==> src/rtl/efi_cfg_bank_if.sv <==
// Register-access bus between the SPI slave and the EFI configuration bank.
// The SPI side (master) issues single-cycle writes and reads; the bank (slave)
// returns registered read data one cycle after the read address.
interface efi_cfg_bank_if;
  logic        wr_en;
  logic [6:0]  wr_addr;
  logic [15:0] wr_data;
  logic [6:0]  rd_addr;
  logic [15:0] rd_data;

  modport master (
    output wr_en,
    output wr_addr,
    output wr_data,
    output rd_addr,
    input  rd_data
  );

  modport slave (
    input  wr_en,
    input  wr_addr,
    input  wr_data,
    input  rd_addr,
    output rd_data
  );
endinterface

==> src/rtl/efi_cfg_bank.sv <==
// EFI configuration/status bank.
// SPI writes land in a shadow set; the shadow is copied to the active set in
// one edge (every cycle while unsynced, otherwise at cycle_start when dirty),
// so the sync/ign/inj drivers only ever see a complete configuration.
// A sequential restoring divider turns the summed tooth period into rpm, and a
// rev limiter with release hysteresis masks the channel enables.
module efi_cfg_bank #(
  parameter int          NUM_IGN      = 4,
  parameter int          NUM_INJ      = 2,
  parameter int unsigned RPM_DIVIDEND = 32'd64_000_000,
  parameter int unsigned REV_HYST     = 32'd200
) (
  input  logic                    clk,
  input  logic                    reset_n,
  efi_cfg_bank_if.slave           bus,
  input  logic                    synced,
  input  logic                    trigger,
  input  logic                    cycle_start,
  input  logic [31:0]             period_sum,
  output logic                    distributor_mode,
  output logic [NUM_IGN-1:0]      en_ign,
  output logic [NUM_INJ-1:0]      en_inj,
  output logic [15:0]             tooth_cnt,
  output logic [15:0]             teeth_missing,
  output logic [15:0]             ign_timing,
  output logic [15:0]             dwell,
  output logic [15:0]             quanta_per_rev,
  output logic [16*NUM_IGN-1:0]   ign_phase_flat,
  output logic [16*NUM_INJ-1:0]   inj_pw_flat,
  output logic [15:0]             rpm,
  output logic                    limiter_active
);

  // Register map layout
  localparam int         IDX_CTRL    = 0;
  localparam int         IDX_TOOTH   = 1;
  localparam int         IDX_MISSING = 2;
  localparam int         IDX_TIMING  = 3;
  localparam int         IDX_DWELL   = 4;
  localparam int         IDX_REVLIM  = 5;
  localparam int         IGN_BASE    = 6;
  localparam int         INJ_BASE    = 6 + NUM_IGN;
  localparam int         NUM_CFG     = 6 + NUM_IGN + NUM_INJ;
  localparam int         IDX_W       = $clog2(NUM_CFG);
  localparam logic [6:0] NUM_CFG_A   = 7'(NUM_CFG);
  localparam logic [6:0] ADDR_SYNCED = 7'h40;
  localparam logic [6:0] ADDR_RPM    = 7'h41;
  localparam logic [6:0] ADDR_STATUS = 7'h42;

  localparam logic [15:0] TOOTH_DEF  = 16'd60;
  localparam logic [15:0] REV_HYST_W = 16'(REV_HYST);
  localparam logic [31:0] DIVIDEND_W = 32'(RPM_DIVIDEND);

  // Power-on value of each configuration register (shadow and active alike).
  function automatic logic [15:0] cfg_default(input int idx);
    logic [15:0] val;
    val = 16'h0000;
    if (idx == IDX_CTRL) begin
      for (int b = 0; b < NUM_IGN; b++) val[b] = 1'b1;
      for (int b = 0; b < NUM_INJ; b++) val[8+b] = 1'b1;
    end else if (idx == IDX_TOOTH) begin
      val = TOOTH_DEF;
    end else if (idx == IDX_MISSING) begin
      val = 16'd2;
    end else if (idx == IDX_TIMING) begin
      val = 16'd342;
    end else if (idx == IDX_DWELL) begin
      val = 16'd342;
    end else if (idx >= IGN_BASE && idx < INJ_BASE) begin
      val = 16'((idx - IGN_BASE) * (15360 / NUM_IGN));
    end else if (idx == INJ_BASE) begin
      val = 16'd2000;
    end else begin
      val = 16'h0000;
    end
    return val;
  endfunction

  typedef enum logic [1:0] {
    DIV_IDLE = 2'd0,
    DIV_RUN  = 2'd1,
    DIV_DONE = 2'd2
  } div_state_e;

  logic [15:0] shadow_r [NUM_CFG];
  logic [15:0] active_r [NUM_CFG];
  logic        dirty_r;
  logic        cfg_wr_s;
  logic        commit_s;
  logic [15:0] rd_next_s;
  logic [15:0] qpr_r;

  div_state_e  state_r;
  div_state_e  state_n_s;
  logic [31:0] div_r;
  logic [31:0] quo_r;
  logic [31:0] rem_r;
  logic [4:0]  cnt_r;
  logic [32:0] rem_shift_s;
  logic [32:0] rem_diff_s;
  logic [31:0] rem_step_s;
  logic [31:0] quo_step_s;
  logic [15:0] rpm_sat_s;
  logic [15:0] rpm_r;
  logic        limiter_r;
  logic [15:0] rev_limit_s;
  logic [15:0] release_thr_s;
  logic        div_busy_s;
  logic        run_ok_s;

  assign cfg_wr_s   = bus.wr_en && (bus.wr_addr < NUM_CFG_A);
  assign commit_s   = !synced || (cycle_start && dirty_r);
  assign div_busy_s = (state_r != DIV_IDLE);
  assign run_ok_s   = synced && !limiter_r;

  // Shadow/active configuration sets and the pending-commit flag.
  always_ff @(posedge clk) begin
    if (!reset_n) begin
      for (int i = 0; i < NUM_CFG; i++) begin
        shadow_r[i] <= cfg_default(i);
        active_r[i] <= cfg_default(i);
      end
      dirty_r <= 1'b0;
    end else begin
      // The commit copies the pre-write shadow; a coincident write stays pending.
      if (commit_s) begin
        for (int i = 0; i < NUM_CFG; i++) active_r[i] <= shadow_r[i];
      end
      if (cfg_wr_s) begin
        shadow_r[bus.wr_addr[IDX_W-1:0]] <= bus.wr_data;
      end
      if (cfg_wr_s) begin
        dirty_r <= 1'b1;
      end else if (commit_s) begin
        dirty_r <= 1'b0;
      end else begin
        dirty_r <= dirty_r;
      end
    end
  end

  // Read mux: shadow for config addresses, live status, zero elsewhere.
  always_comb begin
    rd_next_s = 16'h0000;
    if (bus.rd_addr < NUM_CFG_A) begin
      rd_next_s = shadow_r[bus.rd_addr[IDX_W-1:0]];
    end else begin
      case (bus.rd_addr)
        ADDR_SYNCED: rd_next_s = {15'b0, synced};
        ADDR_RPM:    rd_next_s = rpm;
        ADDR_STATUS: rd_next_s = {13'b0, div_busy_s, dirty_r, limiter_r};
        default:     rd_next_s = 16'h0000;
      endcase
    end
  end

  // Registered read data.
  always_ff @(posedge clk) begin
    if (!reset_n) begin
      bus.rd_data <= 16'h0000;
    end else begin
      bus.rd_data <= rd_next_s;
    end
  end

  // Quanta per revolution follows the active tooth count (tooth_cnt * 256).
  always_ff @(posedge clk) begin
    if (!reset_n) begin
      qpr_r <= {TOOTH_DEF[7:0], 8'h00};
    end else begin
      qpr_r <= {active_r[IDX_TOOTH][7:0], 8'h00};
    end
  end

  // Divider next-state logic.
  always_comb begin
    state_n_s = state_r;
    case (state_r)
      DIV_IDLE: begin
        if (trigger) state_n_s = DIV_RUN;
        else         state_n_s = DIV_IDLE;
      end
      DIV_RUN: begin
        if (cnt_r == 5'd31) state_n_s = DIV_DONE;
        else                state_n_s = DIV_RUN;
      end
      DIV_DONE: state_n_s = DIV_IDLE;
      default:  state_n_s = DIV_IDLE;
    endcase
  end

  // Divider state register.
  always_ff @(posedge clk) begin
    if (!reset_n) begin
      state_r <= DIV_IDLE;
    end else begin
      state_r <= state_n_s;
    end
  end

  // One restoring-division step; a zero divisor yields an all-ones quotient.
  always_comb begin
    rem_shift_s = {rem_r, quo_r[31]};
    rem_diff_s  = rem_shift_s - {1'b0, div_r};
    if (rem_shift_s >= {1'b0, div_r}) begin
      rem_step_s = rem_diff_s[31:0];
      quo_step_s = {quo_r[30:0], 1'b1};
    end else begin
      rem_step_s = rem_shift_s[31:0];
      quo_step_s = {quo_r[30:0], 1'b0};
    end
    if (quo_r[31:16] != 16'h0000) rpm_sat_s = 16'hFFFF;
    else                          rpm_sat_s = quo_r[15:0];
  end

  // Divider datapath and rpm result register.
  always_ff @(posedge clk) begin
    if (!reset_n) begin
      div_r <= 32'h0000_0000;
      quo_r <= 32'h0000_0000;
      rem_r <= 32'h0000_0000;
      cnt_r <= 5'd0;
      rpm_r <= 16'h0000;
    end else begin
      case (state_r)
        DIV_IDLE: begin
          if (trigger) begin
            div_r <= period_sum;
            quo_r <= DIVIDEND_W;
            rem_r <= 32'h0000_0000;
            cnt_r <= 5'd0;
          end
        end
        DIV_RUN: begin
          rem_r <= rem_step_s;
          quo_r <= quo_step_s;
          cnt_r <= cnt_r + 5'd1;
        end
        DIV_DONE: rpm_r <= rpm_sat_s;
        default:  cnt_r <= 5'd0;
      endcase
    end
  end

  // Limiter release threshold, floored at zero.
  always_comb begin
    rev_limit_s = active_r[IDX_REVLIM];
    if (rev_limit_s > REV_HYST_W) release_thr_s = rev_limit_s - REV_HYST_W;
    else                          release_thr_s = 16'h0000;
  end

  // Rev limiter, re-evaluated whenever a new rpm value is loaded.
  always_ff @(posedge clk) begin
    if (!reset_n) begin
      limiter_r <= 1'b0;
    end else if (!synced) begin
      limiter_r <= 1'b0;
    end else if (state_r == DIV_DONE) begin
      if (rev_limit_s == 16'h0000)      limiter_r <= 1'b0;
      else if (rpm_sat_s >= rev_limit_s) limiter_r <= 1'b1;
      else if (rpm_sat_s < release_thr_s) limiter_r <= 1'b0;
      else                               limiter_r <= limiter_r;
    end else begin
      limiter_r <= limiter_r;
    end
  end

  assign distributor_mode = active_r[IDX_CTRL][15];
  assign en_ign           = active_r[IDX_CTRL][NUM_IGN-1:0] & {NUM_IGN{run_ok_s}};
  assign en_inj           = active_r[IDX_CTRL][8+NUM_INJ-1:8] & {NUM_INJ{run_ok_s}};
  assign tooth_cnt        = active_r[IDX_TOOTH];
  assign teeth_missing    = active_r[IDX_MISSING];
  assign ign_timing       = active_r[IDX_TIMING];
  assign dwell            = active_r[IDX_DWELL];
  assign quanta_per_rev   = qpr_r;
  assign rpm              = synced ? rpm_r : 16'h0000;
  assign limiter_active   = limiter_r;

  genvar gi;
  generate
    for (gi = 0; gi < NUM_IGN; gi++) begin : g_ign
      assign ign_phase_flat[16*gi +: 16] = active_r[IGN_BASE+gi];
    end
    for (gi = 0; gi < NUM_INJ; gi++) begin : g_inj
      assign inj_pw_flat[16*gi +: 16] = active_r[INJ_BASE+gi];
    end
  endgenerate

endmodule
==> src/flat_wrapper.sv <==
// flat-port wrapper written by rule: the top's interface ports become plain ports
module efi_cfg_bank_flat 
#(
  parameter int          NUM_IGN      = 4,
  parameter int          NUM_INJ      = 2,
  parameter int unsigned RPM_DIVIDEND = 32'd64_000_000,
  parameter int unsigned REV_HYST     = 32'd200
)
  (clk, reset_n, synced, trigger, cycle_start, period_sum, distributor_mode, en_ign, en_inj, tooth_cnt, teeth_missing, ign_timing, dwell, quanta_per_rev, ign_phase_flat, inj_pw_flat, rpm, limiter_active, bus_wr_en, bus_wr_addr, bus_wr_data, bus_rd_addr, bus_rd_data);
  efi_cfg_bank_if bus_i ();
  input  logic clk;
  input  logic reset_n;
  input  logic synced;
  input  logic trigger;
  input  logic cycle_start;
  input  logic [31:0] period_sum;
  output logic distributor_mode;
  output logic [NUM_IGN-1:0] en_ign;
  output logic [NUM_INJ-1:0] en_inj;
  output logic [15:0] tooth_cnt;
  output logic [15:0] teeth_missing;
  output logic [15:0] ign_timing;
  output logic [15:0] dwell;
  output logic [15:0] quanta_per_rev;
  output logic [16*NUM_IGN-1:0] ign_phase_flat;
  output logic [16*NUM_INJ-1:0] inj_pw_flat;
  output logic [15:0] rpm;
  output logic limiter_active;
  input wire logic [$bits(bus_i.wr_en)-1:0] bus_wr_en;
  input wire logic [$bits(bus_i.wr_addr)-1:0] bus_wr_addr;
  input wire logic [$bits(bus_i.wr_data)-1:0] bus_wr_data;
  input wire logic [$bits(bus_i.rd_addr)-1:0] bus_rd_addr;
  output wire logic [$bits(bus_i.rd_data)-1:0] bus_rd_data;
  assign bus_i.wr_en = bus_wr_en;
  assign bus_i.wr_addr = bus_wr_addr;
  assign bus_i.wr_data = bus_wr_data;
  assign bus_i.rd_addr = bus_rd_addr;
  assign bus_rd_data = bus_i.rd_data;
  efi_cfg_bank #(.NUM_IGN(NUM_IGN), .NUM_INJ(NUM_INJ), .RPM_DIVIDEND(RPM_DIVIDEND), .REV_HYST(REV_HYST)) u_core (.clk(clk), .reset_n(reset_n), .bus(bus_i), .synced(synced), .trigger(trigger), .cycle_start(cycle_start), .period_sum(period_sum), .distributor_mode(distributor_mode), .en_ign(en_ign), .en_inj(en_inj), .tooth_cnt(tooth_cnt), .teeth_missing(teeth_missing), .ign_timing(ign_timing), .dwell(dwell), .quanta_per_rev(quanta_per_rev), .ign_phase_flat(ign_phase_flat), .inj_pw_flat(inj_pw_flat), .rpm(rpm), .limiter_active(limiter_active));
endmodule
==> config.mk <==
export PLATFORM = sky130hd
export DESIGN_NAME = efi_cfg_bank_flat
export DESIGN_NICKNAME = d
export VERILOG_FILES = /design/src/rtl/efi_cfg_bank_if.sv /design/src/rtl/efi_cfg_bank.sv /design/src/flat_wrapper.sv
export SDC_FILE = /design/constraint.sdc
export NUM_CORES = 1
export LEC_CHECK = 0
export ABC_AREA = 1
export CAP_MARGIN = 10
export CORE_MARGIN = 1
export CORE_UTILIZATION = 51
export CTS_CLUSTER_SIZE = 16
export DETAILED_ROUTE_END_ITERATION = 10
export PLACE_DENSITY = 0.79
export SLEW_MARGIN = 20
export SYNTH_ARGS = -nofsm -noshare
export SYNTH_HDL_FRONTEND = slang
export SYNTH_SLANG_ARGS = --single-unit
==> constraint.sdc <==
create_clock -name clk -period 8.07 [get_ports clk]
set_input_delay 0.807 -clock clk [delete_from_list [all_inputs] [get_ports clk]]
set_output_delay 0.807 -clock clk [all_outputs]
set_load 0.02 [all_outputs]
Yosys cells after proc, flatten, opt, wreduce, memory -nomap -nowiden
Memory sizes are Yosys's and may differ from the RTL's.
Cells that the tools add are included.
Storage, ports and cells
  bits in registers: 153
  memory bits (read-only): 0
  memories: 2
  output and inout port bits: 216
  latch bits: 0
  RAM bits: 384
  word-level logic and storage cells: 117
  input port bits: 68
Memories
  u_core.active_r: words 12, width 16, rd ports 12, clocked after Yosys merged registers in 0, wr ports 12, RTL line efi_cfg_bank.sv:86  | logic [15:0] active_r [NUM_CFG];
  u_core.shadow_r: words 12, width 16, rd ports 13, clocked after Yosys merged registers in 0, wr ports 12, RTL line efi_cfg_bank.sv:85  | logic [15:0] shadow_r [NUM_CFG];
Operators by class
  magnitude comparators: 6
  eq/ne operators: 7
  reductions and logical operators: 19
  $add $sub $neg: 3
  div/mod/pow operators: 0
  bitwise operators: 15
  mux-type cells: 54
  multipliers: 0
  shift operators: 0
Operators by type and width (number)
  16-bit two-way mux: 25
  32-bit case mux with 2 select lines: 2
  32-bit two-way mux: 3
  16-bit case mux with 3 select lines: 1
  33-bit by 32-bit greater-or-equal comparator with 1-bit output: 1
  32-bit subtractor: 1
  7-bit equality test, second input constant: 3
  16-bit greater-or-equal comparator: 1
  16-bit by 8-bit greater-than comparator with 1-bit output, second input constant: 1
  16-bit zero test: 1
  16-bit less-than comparator: 1
  16-bit nonzero test: 1
  16-bit OR reduction: 1
  16-bit by 8-bit subtractor with 16-bit output, second input constant: 1
  1-bit two-way mux: 15
  5-bit case mux with 3 select lines: 1
  7-bit by 4-bit less-than comparator with 1-bit output, second input constant: 2
  1-bit bitwise OR: 12
  10-bit two-way mux: 1
  2-bit AND reduction: 5
  4-bit two-way mux: 2
  2-bit nonzero test: 3
  5-bit by 1-bit adder with 5-bit output, second input constant: 1
  5-bit equality test, second input constant: 1
  other kinds (14): 18

Logic depth before layout (Yosys ltp)
Gate-level depths: netlist (run 1).
  word-level depth: 7
  gate-level depth with buffers: 21
  mapped depth without buffers: 20

Worst setup path before layout (run 1)
OpenSTA, ideal clock, no wires.
  path kind: input-to-reg
  from: input reset_n
  to: memory u_core.active_r[0][0] (enable)
  library setup time: 1.475 ns
  data required time: 6.595 ns
  buffers on the path: 2
  cell stages on the path: 3
  arrival: 4.368 ns
  setup slack: 2.227 ns
  cell sequence: clkbuf_1 clkbuf_1 nand2_1
RTL lines
  start: declaration: RTL line flat_wrapper.sv:12  | input logic reset_n;
  end: declaration: RTL line efi_cfg_bank.sv:86

Worst setup path after layout (run 1)
  from: input synced
  to: output en_ign[2]
On the way
  cells in the longest elaborated chain, start to end: 2
RTL lines
  start: declaration: RTL line flat_wrapper.sv:13  | input logic synced;
  1-bit logical AND: RTL line efi_cfg_bank.sv:114  | assign run_ok_s = synced && !limiter_r;
  4-bit bitwise AND: RTL line efi_cfg_bank.sv:269  | assign en_ign = active_r[IDX_CTRL][NUM_IGN-1:0] & {NUM_IGN{run_ok_s}};
  end: declaration: RTL line flat_wrapper.sv:18  | output logic [NUM_IGN-1:0] en_ign;
No other way between the ends.

==> metrics.md, run 1 <==
| Metric | Value |
|---|---|
| Status | `completed` |
| Vias in the first global route | `18500` |
| Clock insertion delay at the later pin of the skew report | `0.64 ns` |
| Core footprint | `49300 um2` |
| Mean number of vias per cell | `5.60` |
| Ranking of synthesized cells by area | `edfxtp_1 (44%), dfxtp_1 (11%), nand2_1 (5.6%)` |
| RSZ-0062 raised after global routing | `false` |
| Worst rel slew slack | `24.2%` |
| TritonCTS clock tree | `yes` |
| Via count | `19500` |
| #FFs+latches synth | `520` |
| Sw Ratio | `30.7%` |
| CTS root buf | `clkbuf_16` |
| Largest area contributor in the netlist | `edfxtp_1` |
| Worst slew pin tran | `1.14 ns` |
| P_leak | `12.2 nW` |
| Worst VDD drop | `158 uV` |
| H-tree Lvls | `2` |
| Final HPWL DP | `53.0 mm` |
| Post-synth EDFFs | `375` |
| Synth async-reset ratio | `0%` |
| Setup crit end kind | `output port` |
| Fmax | `0.253 GHz` |
| Grt ovf | `0` |
| Post-Syn Area | `25600 um2` |
| Setup_tns | `0 ns` |
| Period Utilization, post-route | `49.0%` |
| 1st-pass router iterations | `5` |
| Post-Layout Cell Count | `3485` |
| Number of max-cap violations | `0` |
| Worst Hold End | `u_core.div_r[17]` |
| Setup-failing EPs final | `0` |
| CP required | `7.26 ns` |
| Clock power share | `36.1%` |
| Resized cells post-CTS | `0` |
| Reg-to-reg setup timing slack | `4.68 ns` |
| Worst Reg-to-Reg Cells | `18` |
| GRT Util Overall | `28.7%` |
| # Post-CTS Setup Buffers | `0` |
| I/O pin cnt | `284` |
| Post-DRT Antenna Nets | `0` |
| Post-synth top flop | `edfxtp_1` |
| Placed Instance Area | `27500 um2` |
| Final WL | `74.2 mm` |
| Pwr Density | `251 nW/um2` |
| Worst hold stages | `2` |
| Drt wl/cell | `21.3 um` |
| Pin count of the biggest net entering global routing | `81` |
| CTS buffer count | `52` |
| Critical hold path startpoint | `u_core.div_r[17]` |
| Area share of the largest cell type after synthesis | `44.0%` |
| Tmin final | `3.96 ns` |
| Count leader, synth | `nand2_1` |
| CP Class | `in2out` |
| Post-synth top cells | `nand2_1 (384), nor2_1 (381), inv_1 (376)` |
| Rows | `81` |
| Final Wtd Congestion | `0.966` |
| Syn_area_per_cell | `9.39 um2` |
| First-pass GRT wire length | `109 mm` |
| Die Ht | `226 um` |
| Sequential-to-total area share from yosys stat | `55.3%` |
| Fin Hold WS | `0.460 ns` |
| Area delta synth->final | `15.0%` |
| Die width | `226 um` |
| Die footprint | `51100 um2` |
| Fin area | `29400 um2` |
| # DRC | `0` |
| Worst-path maximum fanout | `19` |
| Comb power frac | `21.8%` |
| IO Port Bufs | `275` |
| Placed cell count | `3385` |
| Starting Density | `52.0%` |
| Sequential share of power | `42.2%` |
| Final max-slew violation count | `0` |
| Psw | `2.27 mW` |
| Synth warnings | `0` |
| Max Root-Sink Buffers | `3` |
| CTS Hold Bufs | `0` |
| Clock-pin slew on the worst setup and hold paths | `0.06 ns` |
| R2r startpoint | `u_core.active_r[0][83]` |
| Nets | `2911` |
| Overall Power | `7.38 mW` |
| CP arrival | `3.15 ns` |
| R2r endpoint | `u_core.limiter_active` |
| Detailed Route Iter0 Violations | `2463` |
| Path category of the worst min-delay check | `reg2reg` |
| Antenna violations before repair | `2` |
| Pint | `5.12 mW` |
| CP Launch Type | `input port` |
| Clock Skews | `0.0439 ns` |
| Count of cell types in the netlist | `61` |
| Syn Inst Count | `2727` |
| Fraction of layout cells with a size suffix above 1 | `8.37%` |
| Final hold violations | `0` |
| CTS Sinks | `520` |
-- cell families (layout without fill, tap and decap cells) --
logic type / Yosys count / in the layout / synth area share (%)
simple gates: 959 / 959 / 16.6
buf+inv: 680 / 766 / 12.7
flops: 520 / 520 / 55.3
compound gates: 479 / 479 / 11.3
fa+ha+maj: 67 / 67 / 3.30
xor+xnor: 21 / 21 / 0.718
other cells: 1 / 9 / 0.0146
-- critical path: stages --
cell	delay, ns
clkdlybuf4s50_1	0.98
inv_1	0.12
or2_2	0.45
nor2_1	0.16
clkdlybuf4s50_1	0.62
-- power groups by stage --
stage          Clock [mW]  Sequential [mW]  Combinational, mW
6_report             2.66             3.11               1.61
3_5_place_dp            0             3.17               1.58
4_1_cts              2.67             3.11               1.59
3_3_place_gp            0             3.17               1.55
5_1_grt              2.77             3.13               1.76
2_1_floorplan           0             3.14               1.25
-- final cells by class --
| type | instances | area [um2] |
|---|---|---|
| Antenna cell | 1 | 2.50 |
| Clock buffer | 58 | 1350 |
| Clock inverter | 40 | 537 |
| Fill cell | 4143 | 19800 |
| Inverter | 380 | 1430 |
| Multi-Input combinational cell | 1534 | 8250 |
| Sequential cell | 520 | 14200 |
| Tap cell | 664 | 831 |
| Timing Repair Buffer | 288 | 2880 |
-- how the worst max path moves through the flow --
stage	endpoint	start
global placement	u_core.bus.rd_data[5]	bus_rd_addr[1]
detailed placement	u_core.bus.rd_data[2]	bus_rd_addr[1]
floorplan	u_core.active_r[0][0]	reset_n
finish	en_ign[2]	synced
global route	en_ign[0]	synced
CTS	en_ign[0]	synced
-- through the flow --
step	util, %	setup slack (ns)
after detailed placement	55.9	3.84
after global routing	59.8	3.99
final	59.8	4.11
after global placement	55.9	4.02
after CTS	59.7	4.17
after floorplan	-	2.23
-- per-layer routing --
layer | up-vias | global-route usage (%) | share of wire, %
met2 | 1104 | 44.8 | 45
li1 | 8928 | - | -
met3 | 145 | 6.40 | 11
met1 | 9352 | 39.5 | 40
met5 | - | 0 | 0.018
met4 | 2 | 9.33 | 3.1
-- layout by cell type (no fill, tap or decap), types with 10 or more instances in the layout --
master           count
inv_1              375
buf_4               12
edfxtp_1           375
nand3_2             29
nand4_1             10
a211oi_1            13
nand2_4             14
nand2_2             19
ha_1                66
a31oi_1             20
nand3b_1            35
or2_2               19
xor2_1              10
xnor2_1             11
o22ai_1             21
a221oi_1            11
clkbuf_16           52
a21oi_2             32
nand3_1             42
o32ai_1             13
dfxtp_1            145
o21ai_0            140
nor3_1              19
nor2_1             379
bufinv_16           10
a21oi_1            177
clkinv_2            17
clkdlybuf4s50_1    273
nand2_1            382
o311ai_0            10
-- flip-flops by register name (all words and copies together) (netlist names) --
name                   cells
u_core.div_r              32
u_core.shadow_r          192
u_core.state_r             2
u_core.quo_r              32
u_core.dirty_r             1
u_core.rem_r              32
u_core.bus.rd_data        16
u_core.rpm_r              16
u_core.limiter_active      1
u_core.cnt_r               5
u_core.quanta_per_rev      8
u_core.active_r          183
(Power assumes the default switching activity.)
==> inputs of run 2 (changes only) <==
--- a/config.mk
+++ b/config.mk
@@ -11,7 +11,7 @@
 export CORE_UTILIZATION = 51
 export CTS_CLUSTER_SIZE = 16
 export DETAILED_ROUTE_END_ITERATION = 10
-export PLACE_DENSITY = 0.79
+export PLACE_DENSITY = 0.82
 export SLEW_MARGIN = 20
 export SYNTH_ARGS = -nofsm -noshare
 export SYNTH_HDL_FRONTEND = slang
==> constraint.sdc (replaced) <==
create_clock -name clk -period 3.6 [get_ports clk]
set_input_delay 0.36 -clock clk [delete_from_list [all_inputs] [get_ports clk]]
set_output_delay 0.36 -clock clk [all_outputs]
set_load 0.02 [all_outputs]
==> run 2 against run 1 <==
  * Cell count is 0.83% higher
  * Non-clock buffer count rose by 27
  * Total power grew 120%
  * Global-route usage up 0.44 points
  * Critical path depth rose by 13
  * Via count down 0.36%
  * Sequential share of layout area down 0.19 points
  * First-iteration DRC count fell by 1.8%
  * Register-to-register slack worse by 4.2 ns
  * Critical path type is now reg2reg
  * Critical endpoint is now u_core.limiter_active
==> metrics.md, run 2 (same netlist as run 1, synthesis figures left out) <==
| Metric | Value |
|---|---|
| Status | `completed` |
| Resized cells post-CTS | `0 (unchanged)` |
| Worst Reg-to-Reg Cells | `18 (unchanged)` |
| CP required | `4.14 ns (-3.12 ns)` |
| Drt wl/cell | `21.4 um (+0.39%)` |
| RSZ-0062 raised after global routing | `false` |
| Largest Register | `u_core.shadow_r` |
| CTS Hold Bufs | `0 (unchanged)` |
| Largest register FFs | `192 (unchanged)` |
| # DRC | `0 (unchanged)` |
| Clock Skews | `0.0262 ns (-0.0177 ns)` |
| 1st-pass router iterations | `6 (+1)` |
| Die Ht | `226 um (unchanged)` |
| Final HPWL DP | `54.1 mm (+2.1%)` |
| Fmax | `0.318 GHz` |
| Core footprint | `49300 um2 (unchanged)` |
| H-tree Lvls | `2 (unchanged)` |
| Period Utilization, post-route | `87.4%` |
| Die footprint | `51100 um2 (unchanged)` |
| Grt ovf | `0 (unchanged)` |
| Detailed Route Iter0 Violations | `2418 (-1.8%)` |
| Nets | `2940 (+1.0%)` |
| Starting Density | `52.0% (unchanged)` |
| TritonCTS clock tree | `yes` |
| Area delta synth->final | `15.4%` |
| Number of max-cap violations | `0 (unchanged)` |
| Leading registers by flop count | `u_core.shadow_r x192, u_core.active_r x183` |
| Setup-failing EPs final | `0 (unchanged)` |
| CP arrival | `3.68 ns (+0.53 ns)` |
| Worst VDD drop | `427 uV (+170%)` |
| Pin count of the biggest net entering global routing | `79 (-2.5%)` |
| Worst rel slew slack | `26.1% (+1.9 points)` |
| Commonest cells after routing, fill and taps aside | `nand2_1 (382), nor2_1 (379), inv_1 (375), edfxtp_1 (375), clkdlybuf4s50_1 (273)` |
| Path category of the worst min-delay check | `in2reg` |
| Post-DRT Antenna Nets | `0 (unchanged)` |
| Fraction of layout cells with a size suffix above 1 | `8.98% (+0.61 points)` |
| Worst hold stages | `3 (+1)` |
| Setup crit end kind | `flop` |
| CTS buffer count | `54 (+3.8%)` |
| Die width | `226 um (unchanged)` |
| I/O pin cnt | `284 (unchanged)` |
| GRT Util Overall | `29.1% (+0.44 points)` |
| IO Port Bufs | `275 (unchanged)` |
| # Post-CTS Setup Buffers | `0 (unchanged)` |
| CTS Sinks | `520 (unchanged)` |
| CTS root buf | `clkbuf_16` |
| Final Wtd Congestion | `0.939 (-2.8%)` |
| Rows | `81 (unchanged)` |
| Met3 Track Usage GR | `5.88% (-0.52 points)` |
| Clock-pin slew on the worst setup and hold paths | `0.06 ns (about the same)` |
| Final max-slew violation count | `0 (unchanged)` |
| Met2 Use GR | `46.9% (+2.1 points)` |
| Final WL | `75.1 mm (+1.2%)` |
| Worst-path maximum fanout | `5 (-14)` |
| CP Launch Type | `flop` |
| Gr busiest metal | `met2` |
| P_leak | `12.3 nW (+0.65%)` |
| Fin area | `29600 um2 (+0.40%)` |
| Worst slew pin tran | `1.09 ns (-0.0418 ns)` |
| Placed Instance Area | `27700 um2 (+0.84%)` |
| Setup_tns | `0 ns (unchanged)` |
| Vias in the first global route | `18700 (+1.0%)` |
| Mean number of vias per cell | `5.54 (-1.2%)` |
| Antenna violations before repair | `1 (-1)` |
| Max Root-Sink Buffers | `3 (unchanged)` |
| Clock insertion delay at the later pin of the skew report | `0.62 ns (-0.02 ns)` |
| First-pass GRT wire length | `112 mm (+2.1%)` |
| Most common cell after layout, fill and taps aside | `nand2_1` |
| Final hold violations | `0 (unchanged)` |
| CP Class | `reg2reg` |
| Met1 usage | `39.2% (-0.25 points)` |
| Via count | `19500 (-0.36%)` |
| Number of antenna diodes | `0 (-1)` |
| Pwr Density | `553 nW/um2 (+120%)` |
| Tmin final | `3.15 ns` |
-- run 2: changes by cell type in the layout (fill, tap and decap cells not counted), sizes merged --
cell and delta:
clkinv -9, bufinv -5, diode -1, inv +1, clkbuf +16, buf +27
-- run 2: layout make-up --
class	count	area (um2)
clock inverter	27	290
timing repair buffer	315	3070
fill	4119	19700
sequential	520	14200
clock buffer	74	1520
inverter	380	1430
multi-input combinational	1534	8250
tap	664	831
-- run 2: final timing paths --
path | from | endpoint | slack, ns
worst max register to register | u_core.active_r[0][83] | u_core.limiter_active | 0.45
worst max-delay path | u_core.active_r[0][83] | u_core.limiter_active | 0.45
worst min-delay path | reset_n | u_core.rpm_r[5] | 0.14
worst min register to register | u_core.div_r[17] | u_core.div_r[17] | 0.46
-- run 2: per-stage QoR --
stage | setup WS [ns] | instances | util [%] | power [mW] | hold WS, ns
5_1_grt | 0.0955 | 3514 | 60.0 | 17.0 | 0.142
6_report | 0.454 | 3514 | 60.0 | 16.3 | 0.144
2_1_floorplan | 0.0613 | 2734 | - | 9.82 | 0.433
3_3_place_gp | 0.274 | 3413 | 56.3 | 10.7 | 0.453
4_1_cts | 0.467 | 3514 | 60.0 | 16.4 | 0.114
3_5_place_dp | 0.349 | 3413 | 56.3 | 10.7 | 0.457
-- run 2: metal layers --
layer	part of all wire, %	wire [um]
met2	47	34900
met3	9.6	7230
met4	3.0	2250
met1	41	30700
met5	0.017	13
-- run 2: critical path, cell delays in order (launching register included) --
cell      delay [ns]
edfxtp_1        0.42
inv_1           0.17
ha_1            0.20
a21oi_1         0.08
nand2_1         0.14
nand2_1         0.09
nor4_1          0.34
nand2_1         0.14
nor3_1          0.21
or2_2           0.15
nand3_1         0.06
ha_1            0.34
nand4_1         0.12
o221a_2         0.27
nand2_1         0.08
nand2_1         0.05
nand2_1         0.06
nand2_1         0.05
a21oi_1         0.11
-- run 2: where the power goes --
group / leakage [nW] / switching, mW / total (mW) / internal (mW)
Sequential: 4.96 / 0.188 / 6.97 / 6.78
Clock: 0.886 / 2.38 / 5.70 / 3.32
Combinational: 6.41 / 2.42 / 3.67 / 1.25
Total: 12.3 / 4.99 / 16.3 / 11.4
==> inputs of run 3 (changes only) <==
==> constraint.sdc (replaced) <==
create_clock -name clk -period 3.6 [get_ports clk]
set_input_delay 0.36 -clock clk [delete_from_list [all_inputs] [get_ports clk]]
set_output_delay 0.36 -clock clk [all_outputs]
set_load 0.1 [all_outputs]
==> run 3 against run 2 <==
  * Clock-buffer cell count up 1
  * Critical path depth is the same
  * First-iteration DRC count down 3.2%
  * Critical endpoint unchanged
==> metrics.md, run 3 (same netlist as run 1, synthesis figures left out) <==
| Metric | Value |
|---|---|
| Antenna violations before repair | `1 (unchanged)` |
| CP arrival | `3.72 ns (+0.04 ns)` |
| Fin Hold WS | `0.166 ns (+0.0222 ns)` |
| Worst hold stages | `3 (unchanged)` |
| RSZ-0062 raised after global routing | `false` |
| Grt ovf | `0 (unchanged)` |
| Leading registers by flop count | `u_core.shadow_r x192, u_core.active_r x183` |
| Worst rel slew slack | `23.4% (-2.7 points)` |
| Die footprint | `51100 um2 (unchanged)` |
| Final HPWL DP | `53.5 mm (-1.0%)` |
| Fraction of layout cells with a size suffix above 1 | `9.62% (+0.64 points)` |
| Period Utilization, post-route | `88.2% (+0.87 points)` |
| CP Launch Type | `flop` |
| CTS Hold Bufs | `0 (unchanged)` |
| Final max-slew violation count | `0 (unchanged)` |
| Pin count of the biggest net entering global routing | `80 (+1.3%)` |
| Pwr Density | `582 nW/um2 (+5.3%)` |
| Mean number of vias per cell | `5.55 (+0.13%)` |
| Max Root-Sink Buffers | `3 (unchanged)` |
| Slowest stage cell on the critical path | `edfxtp_1` |
| Post-Layout Cell Count | `3511 (-0.085%)` |
| Rows | `81 (unchanged)` |
| Critical hold path startpoint | `reset_n` |
| H-tree Lvls | `2 (unchanged)` |
| Die width | `226 um (unchanged)` |
| Setup crit end kind | `flop` |
| Die Ht | `226 um (unchanged)` |
| Core footprint | `49300 um2 (unchanged)` |
| TritonCTS clock tree | `yes` |
| Resized cells post-CTS | `0 (unchanged)` |
| Setup_tns | `0 ns (unchanged)` |
| Nets | `2936 (-0.14%)` |
| Post-DRT Antenna Nets | `0 (unchanged)` |
| 1st-pass router iterations | `6 (unchanged)` |
| Status | `completed` |
| Detailed Route Iter0 Violations | `2340 (-3.2%)` |
| CP Class | `reg2reg` |
| CTS buffer count | `54 (unchanged)` |
| Setup-failing EPs final | `0 (unchanged)` |
| GRT Util Overall | `28.5% (-0.58 points)` |
| Filler cells | `4056 (-1.5%)` |
| Drt wl/cell | `21.0 um (-1.8%)` |
| Final WL | `73.6 mm (-1.9%)` |
| CTS Sinks | `520 (unchanged)` |
| Clock insertion delay at the later pin of the skew report | `0.62 ns (about the same)` |
| IO Port Bufs | `275 (unchanged)` |
| Placed cell count | `3409 (-0.12%)` |
| Crit path launch | `u_core.active_r[0][83]` |
| First-pass GRT wire length | `110 mm (-1.8%)` |
| Fmax | `0.315 GHz (-0.98%)` |
| Worst slew pin tran | `1.14 ns (+0.0403 ns)` |
| Path category of the worst min-delay check | `in2reg` |
| Most common cell after layout, fill and taps aside | `nand2_1` |
| Worst path max stage delay | `0.41 ns (about the same)` |
| Number of max-cap violations | `0 (unchanged)` |
| # DRC | `0 (unchanged)` |
| R2r startpoint | `u_core.active_r[0][83]` |
| Clock Skews | `0.0242 ns (-0.00196 ns)` |
| Largest register FFs | `192 (unchanged)` |
| Vias in the first global route | `18700 (-0.037%)` |
| CTS root buf | `clkbuf_16` |
| Starting Density | `52.0% (unchanged)` |
| P_leak | `12.3 nW (+0.38%)` |
| Final hold violations | `0 (unchanged)` |
| Via count | `19500 (+0.041%)` |
| I/O pin cnt | `284 (unchanged)` |
| CP required | `4.14 ns (about the same)` |
| Number of antenna diodes | `0 (unchanged)` |
| Critical-path cell list | `inv_1 -> ha_1 -> a21oi_1 -> nand2_1 -> nand2_1 -> nor4_1 -> nand2_1 -> nor3_1 -> or2_2 -> nand3_1 -> ha_1 -> nand4_1 -> o221a_2 -> nand2_1 -> nand2_1 -> nand2_1 -> nand2_1 -> a21oi_1` |
| Worst VDD drop | `390 uV (-8.6%)` |
| Worst-path maximum fanout | `5 (unchanged)` |
| Final Wtd Congestion | `0.967 (+3.0%)` |
| Commonest cells after routing, fill and taps aside | `nand2_1 (382), nor2_1 (379), inv_1 (375), edfxtp_1 (375), clkdlybuf4s50_1 (251)` |
| # Post-CTS Setup Buffers | `0 (unchanged)` |
| Tmin final | `3.18 ns (+0.0311 ns)` |
| Area delta synth->final | `15.3%` |
| Crit path top cell by count | `nand2_1` |
| Clock-pin slew on the worst setup and hold paths | `0.06 ns (about the same)` |
| Worst Reg-to-Reg Cells | `18 (unchanged)` |
| Largest Register | `u_core.shadow_r` |
## run 3: per-stage QoR
step | util (%) | area (um2) | total power, mW | setup slack [ns]
final | 59.9 | 29500 | 17.2 | 0.423
after global routing | 59.9 | 29500 | 17.8 | 0.0645
after CTS | 59.9 | 29500 | 17.2 | 0.490
after detailed placement | 56.2 | 27700 | 11.5 | 0.498
after global placement | 56.2 | 27700 | 11.4 | 0.547
after floorplan | - | 25600 | 10.6 | 0.0613
## run 3: final timing paths
path / end / slack [ns]
worst max-delay path: u_core.limiter_active / 0.42
worst min-delay path: u_core.limiter_active / 0.17
worst max register to register: u_core.limiter_active / 0.42
worst min register to register: u_core.div_r[27] / 0.46
## run 3: metal layers
layer	track usage [%]	vias up	share of wire (%)
li1	-	8974	-
met1	39.1	9247	41
met2	46.0	1088	46
met3	5.52	160	10
met4	8.26	0	3.1
met5	0	-	0
## run 3: cell type report
cell class | count | area, um2 | share of cell area, %
Clock inverter | 27 | 327 | 1.11
Clock buffer | 75 | 1520 | 5.16
Inverter | 380 | 1430 | 4.84
Multi-Input combinational cell | 1534 | 8250 | 27.9
Timing Repair Buffer | 311 | 3000 | 10.2
Sequential cell | 520 | 14200 | 48.0
Tap cell | 664 | 831 | 2.81
## run 3: worst max-delay path: cells and delay by family, from the launching register on
family / cells / cell delay, ns
AND/OR/NAND/NOR: 12 / 1.50
flip-flops: 1 / 0.41
AO/OA/AOI/OAI: 3 / 0.47
buffers and inverters: 1 / 0.18
adder cells (fa/ha/maj): 2 / 0.55
## run 3: power breakdown
group          switching [mW]  internal (mW)
Sequential              0.187           6.78
Clock                    2.39           3.40
Combinational            3.19           1.23
Total                    5.76           11.4
